**src/rtl/sopc_bus_fabric.sv**
```systemverilog
// Data-side interconnect: decodes the core's single data port onto NUM_SLAVES
// memory-mapped slaves with an ack handshake, pipeline stall and bus-error reporting.
module sopc_bus_fabric #(
   parameter int NUM_SLAVES = 4,
   parameter int DEC_HI     = 31,
   parameter int DEC_LO     = 28,
   parameter int TIMEOUT    = 15
) (
   input  logic                    clk,
   input  logic                    rst,
   input  logic                    cpu_ce_i,
   input  logic                    cpu_we_i,
   input  logic [31:0]             cpu_addr_i,
   input  logic [3:0]              cpu_sel_i,
   input  logic [31:0]             cpu_data_i,
   output logic [31:0]             cpu_data_o,
   output logic                    cpu_stall_o,
   output logic                    cpu_err_o,
   output logic [NUM_SLAVES-1:0]   s_ce_o,
   output logic                    s_we_o,
   output logic [31:0]             s_addr_o,
   output logic [3:0]              s_sel_o,
   output logic [31:0]             s_data_o,
   input  logic [32*NUM_SLAVES-1:0] s_data_i,
   input  logic [NUM_SLAVES-1:0]   s_ack_i
);

   localparam int DEC_W = DEC_HI - DEC_LO + 1;
   localparam int CNT_W = (TIMEOUT > 0) ? $clog2(TIMEOUT + 1) : 1;
   localparam logic [DEC_W:0]   NUM_SLAVES_L = (DEC_W + 1)'(NUM_SLAVES);
   localparam logic [CNT_W-1:0] CNT_LAST_L   = (TIMEOUT > 0) ? CNT_W'(TIMEOUT - 1) : '0;
   localparam bit               TIMEOUT_EN_L = (TIMEOUT != 0);

   typedef enum logic [1:0] {
      ST_IDLE   = 2'd0,
      ST_ACCESS = 2'd1,
      ST_DONE   = 2'd2
   } state_t;

   state_t                r_state, w_state_nxt;
   logic [NUM_SLAVES-1:0] r_ce, w_ce_nxt;
   logic                  r_we, w_we_nxt;
   logic [31:0]           r_addr, w_addr_nxt;
   logic [3:0]            r_sel, w_sel_nxt;
   logic [31:0]           r_wdata, w_wdata_nxt;
   logic [31:0]           r_rdata, w_rdata_nxt;
   logic                  r_err, w_err_nxt;
   logic [CNT_W-1:0]      r_cnt, w_cnt_nxt;
   logic                  w_stall;

   logic [DEC_W-1:0]      w_idx;
   logic                  w_mapped;
   logic [NUM_SLAVES-1:0] w_onehot;
   logic                  w_ack_sel;
   logic [31:0]           w_rdata_mux;
   logic                  w_timeout;

   // Address decode, ack qualification and read-data mux keyed by the live slave select
   always_comb begin
      w_idx       = cpu_addr_i[DEC_HI:DEC_LO];
      w_mapped    = ({1'b0, w_idx} < NUM_SLAVES_L);
      w_ack_sel   = |(s_ack_i & r_ce);
      w_timeout   = TIMEOUT_EN_L && (r_cnt == CNT_LAST_L);
      w_onehot    = '0;
      w_rdata_mux = '0;
      for (int k = 0; k < NUM_SLAVES; k++) begin
         w_onehot[k] = (w_idx == DEC_W'(k));
         w_rdata_mux = w_rdata_mux | (s_data_i[32*k +: 32] & {32{r_ce[k]}});
      end
   end

   // Next-state logic, next register values and the stall request
   always_comb begin
      w_state_nxt = r_state;
      w_ce_nxt    = r_ce;
      w_we_nxt    = r_we;
      w_addr_nxt  = r_addr;
      w_sel_nxt   = r_sel;
      w_wdata_nxt = r_wdata;
      w_rdata_nxt = r_rdata;
      w_err_nxt   = 1'b0;
      w_cnt_nxt   = r_cnt;
      w_stall     = 1'b0;
      case (r_state)
         ST_IDLE: begin
            w_stall = cpu_ce_i;
            if (cpu_ce_i) begin
               w_we_nxt    = cpu_we_i;
               w_addr_nxt  = cpu_addr_i;
               w_sel_nxt   = cpu_sel_i;
               w_wdata_nxt = cpu_data_i;
               w_cnt_nxt   = '0;
               if (w_mapped) begin
                  w_ce_nxt    = w_onehot;
                  w_state_nxt = ST_ACCESS;
               end else begin
                  w_ce_nxt    = '0;
                  w_err_nxt   = 1'b1;
                  w_state_nxt = ST_DONE;
               end
            end else begin
               w_ce_nxt = '0;
            end
         end
         ST_ACCESS: begin
            w_stall = 1'b1;
            // An ack on the final timeout cycle still completes cleanly
            if (w_ack_sel) begin
               if (!r_we) begin
                  w_rdata_nxt = w_rdata_mux;
               end else begin
                  w_rdata_nxt = r_rdata;
               end
               w_ce_nxt    = '0;
               w_state_nxt = ST_DONE;
            end else if (w_timeout) begin
               w_ce_nxt    = '0;
               w_err_nxt   = 1'b1;
               w_state_nxt = ST_DONE;
            end else begin
               w_cnt_nxt = r_cnt + CNT_W'(1'b1);
            end
         end
         ST_DONE: begin
            w_stall     = 1'b0;
            w_state_nxt = ST_IDLE;
         end
         default: begin
            w_ce_nxt    = '0;
            w_state_nxt = ST_IDLE;
         end
      endcase
   end

   // State and datapath registers
   always_ff @(posedge clk or posedge rst) begin
      if (rst) begin
         r_state <= ST_IDLE;
         r_ce    <= '0;
         r_we    <= 1'b0;
         r_addr  <= 32'h0000_0000;
         r_sel   <= 4'b0000;
         r_wdata <= 32'h0000_0000;
         r_rdata <= 32'h0000_0000;
         r_err   <= 1'b0;
         r_cnt   <= '0;
      end else begin
         r_state <= w_state_nxt;
         r_ce    <= w_ce_nxt;
         r_we    <= w_we_nxt;
         r_addr  <= w_addr_nxt;
         r_sel   <= w_sel_nxt;
         r_wdata <= w_wdata_nxt;
         r_rdata <= w_rdata_nxt;
         r_err   <= w_err_nxt;
         r_cnt   <= w_cnt_nxt;
      end
   end

   assign s_ce_o      = r_ce;
   assign s_we_o      = r_we;
   assign s_addr_o    = r_addr;
   assign s_sel_o     = r_sel;
   assign s_data_o    = r_wdata;
   assign cpu_data_o  = r_rdata;
   assign cpu_err_o   = r_err;
   // Stall is combinational from the request in IDLE, forced low while reset is held
   assign cpu_stall_o = w_stall & ~rst;

endmodule

```
**config.mk**
```make
export PLATFORM = sky130hd
export DESIGN_NAME = sopc_bus_fabric
export DESIGN_NICKNAME = d
export VERILOG_FILES = /design/src/rtl/sopc_bus_fabric.sv
export SDC_FILE = /design/constraint.sdc
export NUM_CORES = 1
export LEC_CHECK = 0
export BUFFER_PORTS_ARGS = -buffer_cell sky130_fd_sc_hd__clkbuf_2
export CAP_MARGIN = 5
export CORE_MARGIN = 1
export CORE_UTILIZATION = 33
export DETAILED_ROUTE_END_ITERATION = 10
export GPL_TIMING_DRIVEN = 0
export PLACE_DENSITY = 0.68
export SLEW_MARGIN = 20
export SYNTH_ARGS = -nofsm -noshare
export SYNTH_HDL_FRONTEND = slang
export SYNTH_SLANG_ARGS = --single-unit
```
**constraint.sdc**
```tcl
create_clock -name clk -period 5.95 [get_ports clk]
set_input_delay 0.2975 -clock clk [delete_from_list [all_inputs] [get_ports clk]]
set_output_delay 0.2975 -clock clk [all_outputs]
set_load 0.02 [all_outputs]
```
### After elaboration in Yosys (flattened, before gate mapping)

Cells that the tools add are included.

| word-level totals | value |
|---|---|
| output and inout port bits | 107 |
| input port bits | 204 |
| logic and storage cells | 62 |
| register bits | 112 |

| cells by class | value |
|---|---|
| equality and inequality tests | 10 |
| order comparisons | 1 |
| mux-type cells | 20 |
| reductions and logical operators | 9 |
| add/sub/neg operators | 1 |
| bitwise logic cells | 12 |

Operators by type and width:

| cell | number |
|---|---|
| bitwise AND 32 bit | 4 |
| bitwise OR 32 bit | 3 |
| two-way mux 4 bit | 7 |
| one-hot mux 4 bit (3 select lines) | 1 |
| == test 4 x 2 -> 1 bit, second input constant | 2 |
| two-way mux 2 bit | 4 |
| one-hot mux 4 bit (2 select lines) | 1 |
| != test 2 bit, second input constant | 3 |
| AND reduction 2 bit | 3 |
| adder 4 x 1 -> 4 bit, second input constant | 1 |
| bitwise AND 4 bit | 1 |
| == test 4 x 1 -> 1 bit, second input constant | 1 |
| == test 4 bit, second input constant | 1 |
| logical NOT 4 bit | 1 |
| less-than comparator 4 x 3 -> 1 bit, second input constant | 1 |
| two-way mux 1 bit | 4 |
| one-hot mux 1 bit (2 select lines) | 2 |
| one-hot mux 2 bit (2 select lines) | 1 |
| AND reduction 4 bit | 1 |
| OR reduction 4 bit | 1 |
| != test 3 bit, second input constant | 1 |
| NOT 1 bit | 3 |
| AND reduction 3 bit | 1 |
| == test 2 x 1 -> 1 bit, second input constant | 1 |
| other kinds (4) | 4 |

### Longest topological paths before layout

Gate-level depths: netlist (run 1).

| logic depth | value |
|---|---|
| depth after elaboration | 4 |
| depth in mapped cells | 5 |
| gate-level depth less buffers | 5 |

### Worst setup path before layout (run 1)

Ideal clock, no wire load.

| path | value |
|---|---|
| kind | reg-to-reg |
| start | reg r_ce[1], in the netlist s_ce_o[1] |
| end | reg r_rdata[0], in the netlist cpu_data_o[0] |
| period minus slack after synthesis | 1.714 ns |
| data required time | 5.825 ns |
| arrival | 1.589 ns |
| buffers on the path | 2 |
| path slack | 4.236 ns |
| stages on the path, launching flop included | 6 |
| library setup time | 0.125 ns |
| cell sequence | dfrtp_1 buf_2 a22oi_2 a211oi_4 buf_4 mux2_2 |

| between the ends | value |
|---|---|
| cells in the longest elaborated chain, start to end | 4 |
| elaborated cells between the ends (all ways) | 7 |
| classes of those cells | 5 x bitwise; 2 x reduce/logical |

Ends and longest elaborated chain:

| what | line | source |
|---|---|---|
| start, declared | 41 | `logic [NUM_SLAVES-1:0] r_ce, w_ce_nxt;` |
| start signal, assigned | 149 | `r_ce <= w_ce_nxt;` |
| bitwise AND 32 bit | 68 | `w_rdata_mux = w_rdata_mux \| (s_data_i[32*k +: 32] & {32{r_ce[k]}});` |
| bitwise OR 32 bit (3 in a row) | 68 |  |
| end signal, assigned | 154 | `r_rdata <= w_rdata_nxt;` |
| end, declared | 46 | `logic [31:0] r_rdata, w_rdata_nxt;` |

Several ways; a longest one is shown, not always the timed one.
A chain may end at the register's enable or synchronous reset.

### Final worst setup path (run 1)

| path | value |
|---|---|
| start | reg r_state[0] |
| end | reg r_addr[25], in the netlist s_addr_o[25] |

| between the ends | value |
|---|---|
| cells in the longest elaborated chain, start to end | 2 |

Ends and longest elaborated chain:

| what | line | source |
|---|---|---|
| start, declared | 40 | `state_t r_state, w_state_nxt;` |
| start signal, assigned | 148 | `r_state <= w_state_nxt;` |
| logical NOT 2 bit | 84 | `case (r_state)` |
| AND reduction 2 bit (no source line) | - |  |
| end signal, assigned | 151 | `r_addr <= w_addr_nxt;` |
| end, declared | 43 | `logic [31:0] r_addr, w_addr_nxt;` |

Every way passes these cells.

==> results of run 1 <==
-- repair_timing --
action                                 4_1_cts  5_1_grt
endpoints found under the hold margin       30        0
setup buffers                                0        0
hold buffers                                 1        0
-- kinds of logic after synthesis --
| group | after synthesis |
|---|---|
| adder cells (fa/ha/maj) | 2 |
| buffers and inverters | 39 |
| AO/OA/AOI/OAI | 90 |
| AND/OR/NAND/NOR | 258 |
| flip-flops | 112 |
| multiplexers | 32 |
-- worst min-delay path by stage --
stage | endpoint | slack [ps]
after global routing | s_data_o[3]$_DFFE_PP0P_ | 130
after CTS | s_data_o[29]$_DFFE_PP0P_ | 120
after global placement | s_data_o[18]$_DFFE_PP0P_ | 460
after floorplan | s_ce_o[1]$_DFFE_PP0P_ | 380
after detailed placement | r_cnt[1]$_DFFE_PP0P_ | 370
final | s_data_o[0]$_DFFE_PP0P_ | 140
-- synth_stat cells, types with 3 or more instances --
library cell | instances | share of area
buf_4 | 3 | 0.0044
clkbuf_1 | 23 | 0.017
buf_1 | 3 | 0.0022
dfrtp_1 | 112 | 0.55
buf_2 | 3 | 0.0029
mux2_1 | 6 | 0.013
a22oi_1 | 65 | 0.096
o21ai_0 | 7 | 0.0069
o211ai_1 | 4 | 0.0059
nand2_1 | 238 | 0.18
inv_1 | 5 | 0.0037
mux2_2 | 26 | 0.057
nor2_1 | 3 | 0.0022
-- through the flow --
step                      instances  setup WS (ps)  hold WS, ps   util  cell area [µm²]
final                          1052           4020          141  0.478             7240
after global placement         1031           1230          459  0.455             6890
after global routing           1052           3760          128  0.478             7240
after floorplan                 533           2690          380      -             5100
after detailed placement       1032           3930          366  0.457             6920
after CTS                      1049           3910          123  0.478             7230
-- power breakdown --
group          switching (mW)  total, mW  leakage, nW  internal, mW
Sequential              0.163       1.19         1.45          1.03
Clock                   0.275      0.607        0.152         0.332
Combinational           0.827       1.25         2.58         0.419
Total                    1.27       3.04         4.18          1.78
-- metal layers --
metal,up-vias,track usage
li1,2464,-
met4,0,0.0971
met2,209,0.387
met3,16,0.0582
met5,-,0
met1,2370,0.255
-- worst max-delay path, stage by stage, from the launching register on --
cell and delay (ps):
dfrtp_1 460, nor3b_2 520, buf_2 340, buf_1 370, nand2_1 100, nand2_1 70
-- layout make-up --
class,instances,area [µm²]
diodes,3,7.51
plain buffers,34,158
clock buffers,13,280
clock inverters,3,22.5
fillers,1532,7910
inverters,5,23.8
multi-input cells,382,2120
flip-flops and latches,112,2800
well taps,188,235
repair buffers,312,1590
-- state kept, by name, indices dropped and copies added (netlist names) --
signal / count
r_state: 2
s_ce_o: 4
s_data_o: 32
s_sel_o: 4
r_cnt: 4
cpu_data_o: 32
cpu_err_o: 1
s_addr_o: 32
s_we_o: 1
==> impl_results.md, run 1 <==
- Layout net count: about 1100
- Hpwl dp: 13.9 mm
- Period utilization: 0.324
- Worst r2r path cells: 5
- Iteration-0 DRC count of the detailed router: 168
- TNS Setup: 0 ps
- CTS tree: done
- MaxCap Viol Count: 0
- Hold crit path type: input port to flip-flop
- Mapped Area: between 0.005 and 0.006 mm²
- GRT Resource Usage Total: 0.221
- Final wirelength: 17.6 mm
- Worst reg2reg path startpoint: r_state[0]$_DFFE_PP0P_
- Die ar.: 0.0160 mm²
- Die X: 126 µm
- Crit. End Element: flip-flop
- PostCTS Resize Cnt: 0
- First-pass GRT wire length: 26.5 mm
- Synth unique cells: 39
- DR WL/cell: 16.7 µm
- Hold Path Origin: cpu_data_i[0]
- Slew Viols, Final: 0
- Initial core utilization: 0.337
- Data required, critical path: 6230 ps
- Syn Inst Count: around 530
- Fmax: 519 MHz
- Routed vias: approximately 5100
- Post-Syn Nets: 739
- Rows: 45
- Area added between synthesis and finish: 41.9%
- Share of post-route cells with drive strength above 1: 0.430
- Port Buffers: 310
- Worst Setup EP: s_addr_o[25]$_DFFE_PP0P_
- Ys async rst share: 1.00
- Hold depth: 3
- Slew headroom: 0.540
- Clk_lat worst skew: around 340 ps
- First-pass detailed-route iteration total: 4
- EDFF count, synth: 0
- Clock sinks: 112
- Drt via density: 4.81
- Commonest non-fill, non-tap cell in the layout: clkbuf_2
- Multiplexer share of the synthesized area: 0.0706
- WL met2: 8.84 mm
- Total CTS buffers: 9
- Finish-stage setup viols: 0
- Status: completed
- Largest family of logic cells by synthesized area: simple AND/OR/NAND/NOR gates
- CP Launch Type: flip-flop
- Final hold vios: 0
- Overflow after GRT: 0
- YS warnings: 0
- CTS H-tree lvls: 3
- Final ANT Viol Nets: 0
- PwrDens: ~420 mW/mm²
- Worst r2r dst: s_addr_o[25]$_DFFE_PP0P_
- Core area: 0.0151 mm²
- DRC viols: 0
- Vias in the first global route: 4846
- GPL Wtd Cong: 0.814
- Critical path type: flip-flop to flip-flop
- DR WL met3: 1.24 mm
- Pin count of the biggest net entering global routing: 67
- CP arrival: 2210 ps
- Setup Skew: 3.57 ps
- Lkg Pwr: 4.18 nW
- Post-layout power: between 3 and 4 mW
- Clk slew on worst S/H paths: approximately 70 ps
- Post-Synth Simple-Gate Area: 0.202
- Highest metal used: met4
- Syn_area_per_cell: 9.57 µm²
- Synth Register Bits: 112
- Setup slack, reg-to-reg: 4020 ps
- Post-Route M1 WL: ~7.2 mm
- Die Y: around 130 µm
- RSZ-0062 raised after global routing: no
- Synth Area in Compound Gates: 0.139
- Worst slew pin tran: 690 ps
- Setup crit start: r_state[0]$_DFFE_PP0P_
- # IOs: around 310
- CTS root buf: clkbuf_16
- Most used DFF post-synth: dfrtp_1
- Sequential share of the synthesized area: 0.549
- Initial antenna violation count: 3
- Most frequent cells in the layout: 310 x clkbuf_2, 238 x nand2_1, 112 x dfrtp_1, 65 x a22oi_1, 26 x mux2_2
- Xor/xnor share of the synthesized area: 0
- Post-Synth Adder-Cell Area: 0.00491
- Buffer levels on the longest clock path: 2
- Peak supply drop: approximately 0.23 mV
- Minimum clock period: 1930 ps
- Crit Path Max Fanout: 10
(Power assumes the default switching activity.)
==> inputs of run 2 (changes only) <==
--- a/config.mk
+++ b/config.mk
@@ -5,13 +5,14 @@
 export SDC_FILE = /design/constraint.sdc
 export NUM_CORES = 1
 export LEC_CHECK = 0
+export ABC_AREA = 1
 export BUFFER_PORTS_ARGS = -buffer_cell sky130_fd_sc_hd__clkbuf_2
 export CAP_MARGIN = 5
 export CORE_MARGIN = 1
 export CORE_UTILIZATION = 33
 export DETAILED_ROUTE_END_ITERATION = 10
 export GPL_TIMING_DRIVEN = 0
-export PLACE_DENSITY = 0.68
+export PLACE_DENSITY = 0.67
 export SLEW_MARGIN = 20
 export SYNTH_ARGS = -nofsm -noshare
 export SYNTH_HDL_FRONTEND = slang
==> constraint.sdc (replaced) <==
create_clock -name clk -period 1.9 [get_ports clk]
set_input_delay 0.095 -clock clk [delete_from_list [all_inputs] [get_ports clk]]
set_output_delay 0.095 -clock clk [all_outputs]
set_load 0.02 [all_outputs]
==> run 2 against run 1 <==
Largest power group unchanged. Clock power grew to 3.2 times the previous value. Synthesized area grew 5.6%. Global-route usage grew 3.0 points. Sequential power grew to 3.1 times the previous value. Total power grew to 3.3 times the previous value. Non-clock buffer count grew 76. Hold slack lost 110 ps.
==> impl_results.md, run 2 <==
- Post-Route Utilization: 0.521
- Port Buffers: 310
- Synth unique cells: 25
- CP most frequent cell: buf_6
- Hold_buf cts: 68
- GR Util met1: 0.292
- Finished Cell Area: 0.00828 mm²
- Initial antenna violation count: 0
- Met2 Use GR: 0.445
- First-pass detailed-route iteration total: 6
- Endpoint of the worst hold path: s_ce_o[2]$_DFFE_PP0P_
- MaxCap Viol Count: 0
- PostCTS Resize Cnt: 0
- Most frequent cells in the layout: 423 x nand2_1, 310 x clkbuf_2, 112 x dfrtp_1, 68 x dlygate4sd3_1, 37 x nand4_1
- Fmax: 558 MHz
- Worst reg2reg path startpoint: s_ce_o[0]$_DFFE_PP0P_
- RSZ-0062 raised after global routing: no
- Slew headroom: 0.527
- Hold Path Origin: cpu_addr_i[29]
- Hpwl dp: between 15 and 20 mm
- Post-Syn Nets: 895
- Die ar.: 0.0168 mm²
- Hold crit path type: input port to flip-flop
- Area added between synthesis and finish: 53.7%
- Data required, critical path: 1800 ps
- Finish-stage setup viols: 0
- DR WL/cell: 16.1 µm
- Slew Viols, Final: 0
- Ys async rst share: 1.00
- Hold depth: 3
- Critical path type: flip-flop to primary output
- Pin count of the biggest net entering global routing: 32
- Overflow after GRT: 0
- Setup Buffers After CTS: 0
- Clk slew on worst S/H paths: 80 ps
- CP delay by family, top: buffers and inverters
- Synth area leader: dfrtp_1
- Cells along the critical path: nor2_2 -> nand2_4 -> buf_6 -> buf_6 -> a21oi_2 -> clkbuf_2
- Buf+Inv Stages, Crit Path: 3
- CTS H-tree lvls: 3
- Most used DFF post-synth: dfrtp_1
- Sequential share of the synthesized area: 0.520
- Worst r2r dst: cpu_data_o[7]$_DFFE_PP0P_
- Period utilization: 0.944
- EDFF count, synth: 0
- GPL Wtd Cong: 0.870
- Commonest non-fill, non-tap cell in the layout: nand2_1
- Layout net count: between 1000 and 1500
- Core area: 0.0159 mm²
- Post-synth top area share: 0.520
- Rows: 46
- Placed insts: ~1200
- First-pass GRT wire length: 31.6 mm
- Final wirelength: 20.9 mm
- Total CTS buffers: 9
- CP max stage delay: 460 ps
- GR peak layer: met2
- Mapped Area: 0.00539 mm²
- Syn Inst Count: 689
- Met3 Use GR: 0.0554
- Slowest CP cell: dfrtp_1
- Die X: 130 µm
- CP Launch Type: flip-flop
- Die Y: approximately 130 µm
- Peak supply drop: 0.946 mV
- Status: completed
- Post-layout power: 9.97 mW
- Dpl cell area: about 0.0073 mm²
- Synth Register Bits: ~110
- Synth top area cells: dfrtp_1 52%, nand2_1 29%, nand4_1 4.3%
- Initial core utilization: 0.339
- Clock sinks: 112
- YS warnings: 0
- Ant. Diodes: 0
- DRC viols: 0
- Share of post-route cells with drive strength above 1: 0.359
- # IOs: 311
- GRT Resource Usage Total: 0.251
- CTS root buf: clkbuf_16
- Buffer levels on the longest clock path: 2
- PwrDens: 1200 mW/mm²
- Non-Filler Instances: 1303
- Drt via density: 4.69
- Commonest cells post-synth: 423 x nand2_1, 112 x dfrtp_1, 37 x nand4_1, 27 x nand3_1, 24 x buf_2
- Routed vias: 6114
- Iteration-0 DRC count of the detailed router: 297
- Most common cell in the netlist: nand2_1
- Lkg Pwr: between 4 and 5 nW
- Clk_lat worst skew: 360 ps
- Worst slew pin tran: 710 ps
- TNS Setup: 0 ps
- Minimum clock period: 1790 ps
- Crit. End Element: primary output
- Setup slack, reg-to-reg: 370 ps
- CP arrival: 1700 ps
- CTS tree: done
- Final hold vios: 0
- Final ANT Viol Nets: 0
- Setup Skew: 7.13 ps
- Worst r2r path cells: 9
- Crit Path Max Fanout: 10
- Syn_area_per_cell: 7.82 µm²
- Vias in the first global route: 6072
[run 2: metrics by stage]
stage / setup slack [ps] / hold WS (ps)
floorplan: 448 / 205
global placement: -424 / 290
detailed placement: 380 / 109
CTS: 73.9 / 14.9
global route: 40.2 / 38.0
finish: 107 / 31.5
[run 2: worst max-delay path by stage]
stage	start	endpoint	cells past startpoint
finish	r_state[1]$_DFFE_PP0P_	cpu_stall_o	6
global route	r_state[1]$_DFFE_PP0P_	cpu_stall_o	6
CTS	r_state[1]$_DFFE_PP0P_	cpu_stall_o	6
detailed placement	r_state[1]$_DFFE_PP0P_	s_ce_o[3]$_DFFE_PP0P_	6
global placement	rst	s_data_o[24]$_DFFE_PP0P_	2
floorplan	rst	cpu_data_o[0]$_DFFE_PP0P_	1
[run 2: final cells by class]
type                       instances  area [µm²]
multi-input combinational        523        2250
sequential                       112        2800
tap                              216         270
inverter                          14        61.3
timing repair buffer             382        2320
clock inverter                     7        72.6
fill                            1533        7610
buffer                            40         274
clock buffer                       9         225
[run 2: routing by layer]
layer	vias up	wire length, µm	part of all wire
li1	2944	-	-
met1	2829	8220	0.39
met2	308	10400	0.50
met5	-	0	0
met4	0	559	0.027
met3	33	1710	0.082
[run 2: where the power goes]
part	internal (mW)	total, mW	leakage, nW	switching (mW)
registers	3.19	3.70	1.45	0.505
clock network	0.937	1.95	0.149	1.01
logic	1.46	4.32	3.15	2.86
total	5.59	9.97	4.75	4.38
[run 2: cell families after synthesis]
| family | count (synthesis) | share of synthesized area |
|---|---|---|
| xor+xnor | 1 | 0.00163 |
| compound gates | 8 | 0.00813 |
| fa+ha+maj | 2 | 0.00465 |
| buf+inv | 54 | 0.0616 |
| flops | 112 | 0.520 |
| simple gates | 512 | 0.404 |
[run 2: worst register-to-register path: cells and delay by family, from the launching register on]
kind                   cells  cell delay [ps]
buffers and inverters      3              510
flip-flops                 1              360
AND/OR/NAND/NOR            6              560
==> inputs of run 3 (changes only) <==
--- a/config.mk
+++ b/config.mk
@@ -12,7 +12,7 @@
 export CORE_UTILIZATION = 33
 export DETAILED_ROUTE_END_ITERATION = 10
 export GPL_TIMING_DRIVEN = 0
-export PLACE_DENSITY = 0.67
+export PLACE_DENSITY = 0.7
 export SLEW_MARGIN = 20
 export SYNTH_ARGS = -nofsm -noshare
 export SYNTH_HDL_FRONTEND = slang
==> constraint.sdc (replaced) <==
create_clock -name clk -period 1.5 [get_ports clk]
set_input_delay 0.075 -clock clk [delete_from_list [all_inputs] [get_ports clk]]
set_output_delay 0.075 -clock clk [all_outputs]
set_load 0.02 [all_outputs]
==> run 3 against run 2 <==
First-iteration DRC count down 2.0%. Global-route usage down 0.71 points. Via count up 0.47%. Register-to-register slack worse by 320 ps. Hold slack worse by 7.0 ps. Combinational power up 32%. Core utilization up 0.76 points. Largest cell class unchanged. Largest power group unchanged.
==> impl_results.md, run 3 (same netlist as run 2, synthesis figures left out) <==
- Clk slew on worst S/H paths: 80 ps
- Final setup margin: 48.1 ps
- Post-layout power: 12.9 mW
- Dpl cell area: 0.00727 mm²
- Fill count: 1481
- Worst reg2reg path startpoint: r_state[1]$_DFFE_PP0P_
- Dpl ws: -61.9 ps
- Worst r2r path cells: 7
- Status: completed
- Die Y: approximately 130 µm
- Worst r2r dst: cpu_data_o[1]$_DFFE_PP0P_
- Non-Filler Instances: 1310
- Buf+Inv Stages, Crit Path: 3
- Endpoint of the worst hold path: s_addr_o[29]$_DFFE_PP0P_
- First-pass detailed-route iteration total: 5
- Cells along the critical path: buf_6 -> nor2_8 -> inv_6 -> a21oi_4 -> buf_8
- Initial core utilization: 0.339
- Hold Slack: 24.6 ps
- Port Buffers: between 300 and 400
- Rows: 46
- First-pass GRT wire length: 30.7 mm
- TNS Setup: 0 ps
- Drt via density: 4.69
- Buffer levels on the longest clock path: 2
- Crit. End Element: primary output
- Fmax: 689 MHz
- Data required, critical path: 1420 ps
- RSZ-0062 raised after global routing: no
- CTS tree: done
- Routed vias: between 6000 and 7000
- CP delay by family, top: flip-flops
- Final hold vios: 0
- Slew Viols, Final: 0
- Most frequent cells in the layout: 422 x nand2_1, 311 x clkbuf_2, 111 x dfrtp_1, 68 x dlygate4sd3_1, 37 x nand4_1
- GPL Wtd Cong: 0.869
- Crit Path Max Fanout: 5
- Vias in the first global route: 5812
- Core area: 0.0159 mm²
- DRC viols: 0
- Hold Path Origin: cpu_addr_i[29]
- Minimum clock period: 1450 ps
- Slew headroom: 0.561
- Setup Skew: 14.9 ps
- Post-Route Utilization: 0.529
- Finish-stage setup viols: 0
- Placed insts: 1218
- Final wirelength: roughly 21 mm
- # IOs: 311
- CP Launch Type: flip-flop
- Layout net count: 1294
- Hold depth: 3
- DR WL/cell: 16.0 µm
- PwrDens: 1530 mW/mm²
- Initial antenna violation count: 1
- Hpwl dp: 15.4 mm
- Slowest CP cell: dfrtp_2
- Iteration-0 DRC count of the detailed router: 291
- Total CTS buffers: 9
- Pin count of the biggest net entering global routing: 33
- Hold crit path type: input port to flip-flop
- Clk_lat worst skew: 360 ps
- Overflow after GRT: 0
- Critical path type: flip-flop to primary output
- Final ANT Viol Nets: 0
- Area added between synthesis and finish: 55.9%
- Peak supply drop: 1.11 mV
- CP max stage delay: 430 ps
- Period utilization: 0.968
- Die ar.: roughly 0.017 mm²
- CTS H-tree lvls: 3
- MaxCap Viol Count: 0
- Die X: 130 µm
- Lkg Pwr: about 4.8 nW
- Share of post-route cells with drive strength above 1: 0.367
- GRT Resource Usage Total: 0.244
- Worst slew pin tran: 657 ps
- CP arrival: 1380 ps
- Setup slack, reg-to-reg: slightly below 50 ps
- Commonest non-fill, non-tap cell in the layout: nand2_1
- Finished Cell Area: between 0.008 and 0.009 mm²
- Clock sinks: roughly 110
- CTS root buf: clkbuf_16
-- run 3: power breakdown --
group / internal (mW) / switching [mW]
Clock: 1.20 / 1.29
Sequential: 4.05 / 0.634
Combinational: 1.98 / 3.71
-- run 3: worst reg2reg max path, stage by stage, from the launching register on --
cell     delay (ps)
dfrtp_2         430
buf_6           140
nor2_8          150
buf_4           160
nand3_4         130
buf_4           210
nand2_1          80
nand2_1          50
-- run 3: routing by layer --
| layer | wire length, µm | GRT usage | vias to the layer above |
|---|---|---|---|
| li1 | - | - | 2953 |
| met1 | 8090 | 0.283 | 2839 |
| met2 | 10700 | 0.439 | 318 |
| met3 | 1740 | 0.0574 | 33 |
| met4 | 523 | 0.0841 | 0 |
| met5 | 0 | 0 | - |
-- run 3: area by class of cell --
class	instances	area, µm²	area share
Inverter	14	63.8	0.00760
Tap cell	216	270	0.0322
Clock inverter	7	82.6	0.00983
Antenna cell	1	2.50	0.000298
Timing Repair Buffer	390	2370	0.283
Clock buffer	9	225	0.0268
Multi-Input combinational cell	523	2270	0.271
Sequential cell	112	2800	0.334
Buffer	38	303	0.0360
-- run 3: worst max-delay path by stage --
stage,from,end,slack (ps),depth (start not counted)
3_3_place_gp,rst,s_addr_o[16]$_DFFE_PP0P_,-810,2
6_report,r_state[1]$_DFFE_PP0P_,cpu_stall_o,50,5
5_1_grt,r_state[1]$_DFFE_PP0P_,cpu_stall_o,0.4,5
3_5_place_dp,s_ce_o[0]$_DFFE_PP0P_,cpu_data_o[20]$_DFFE_PP0P_,-60,9
4_1_cts,r_state[1]$_DFFE_PP0P_,cpu_stall_o,-9,5
2_1_floorplan,rst,cpu_data_o[0]$_DFFE_PP0P_,70,1
-- run 3: timing repair --
item	in CTS	in global routing
setup buffers	4	5
endpoints found under the setup margin	34	39
endpoints found under the hold margin	91	0
pin swaps	3	2
gates resized for setup	14	15
gates cloned	0	0
hold buffers	68	0
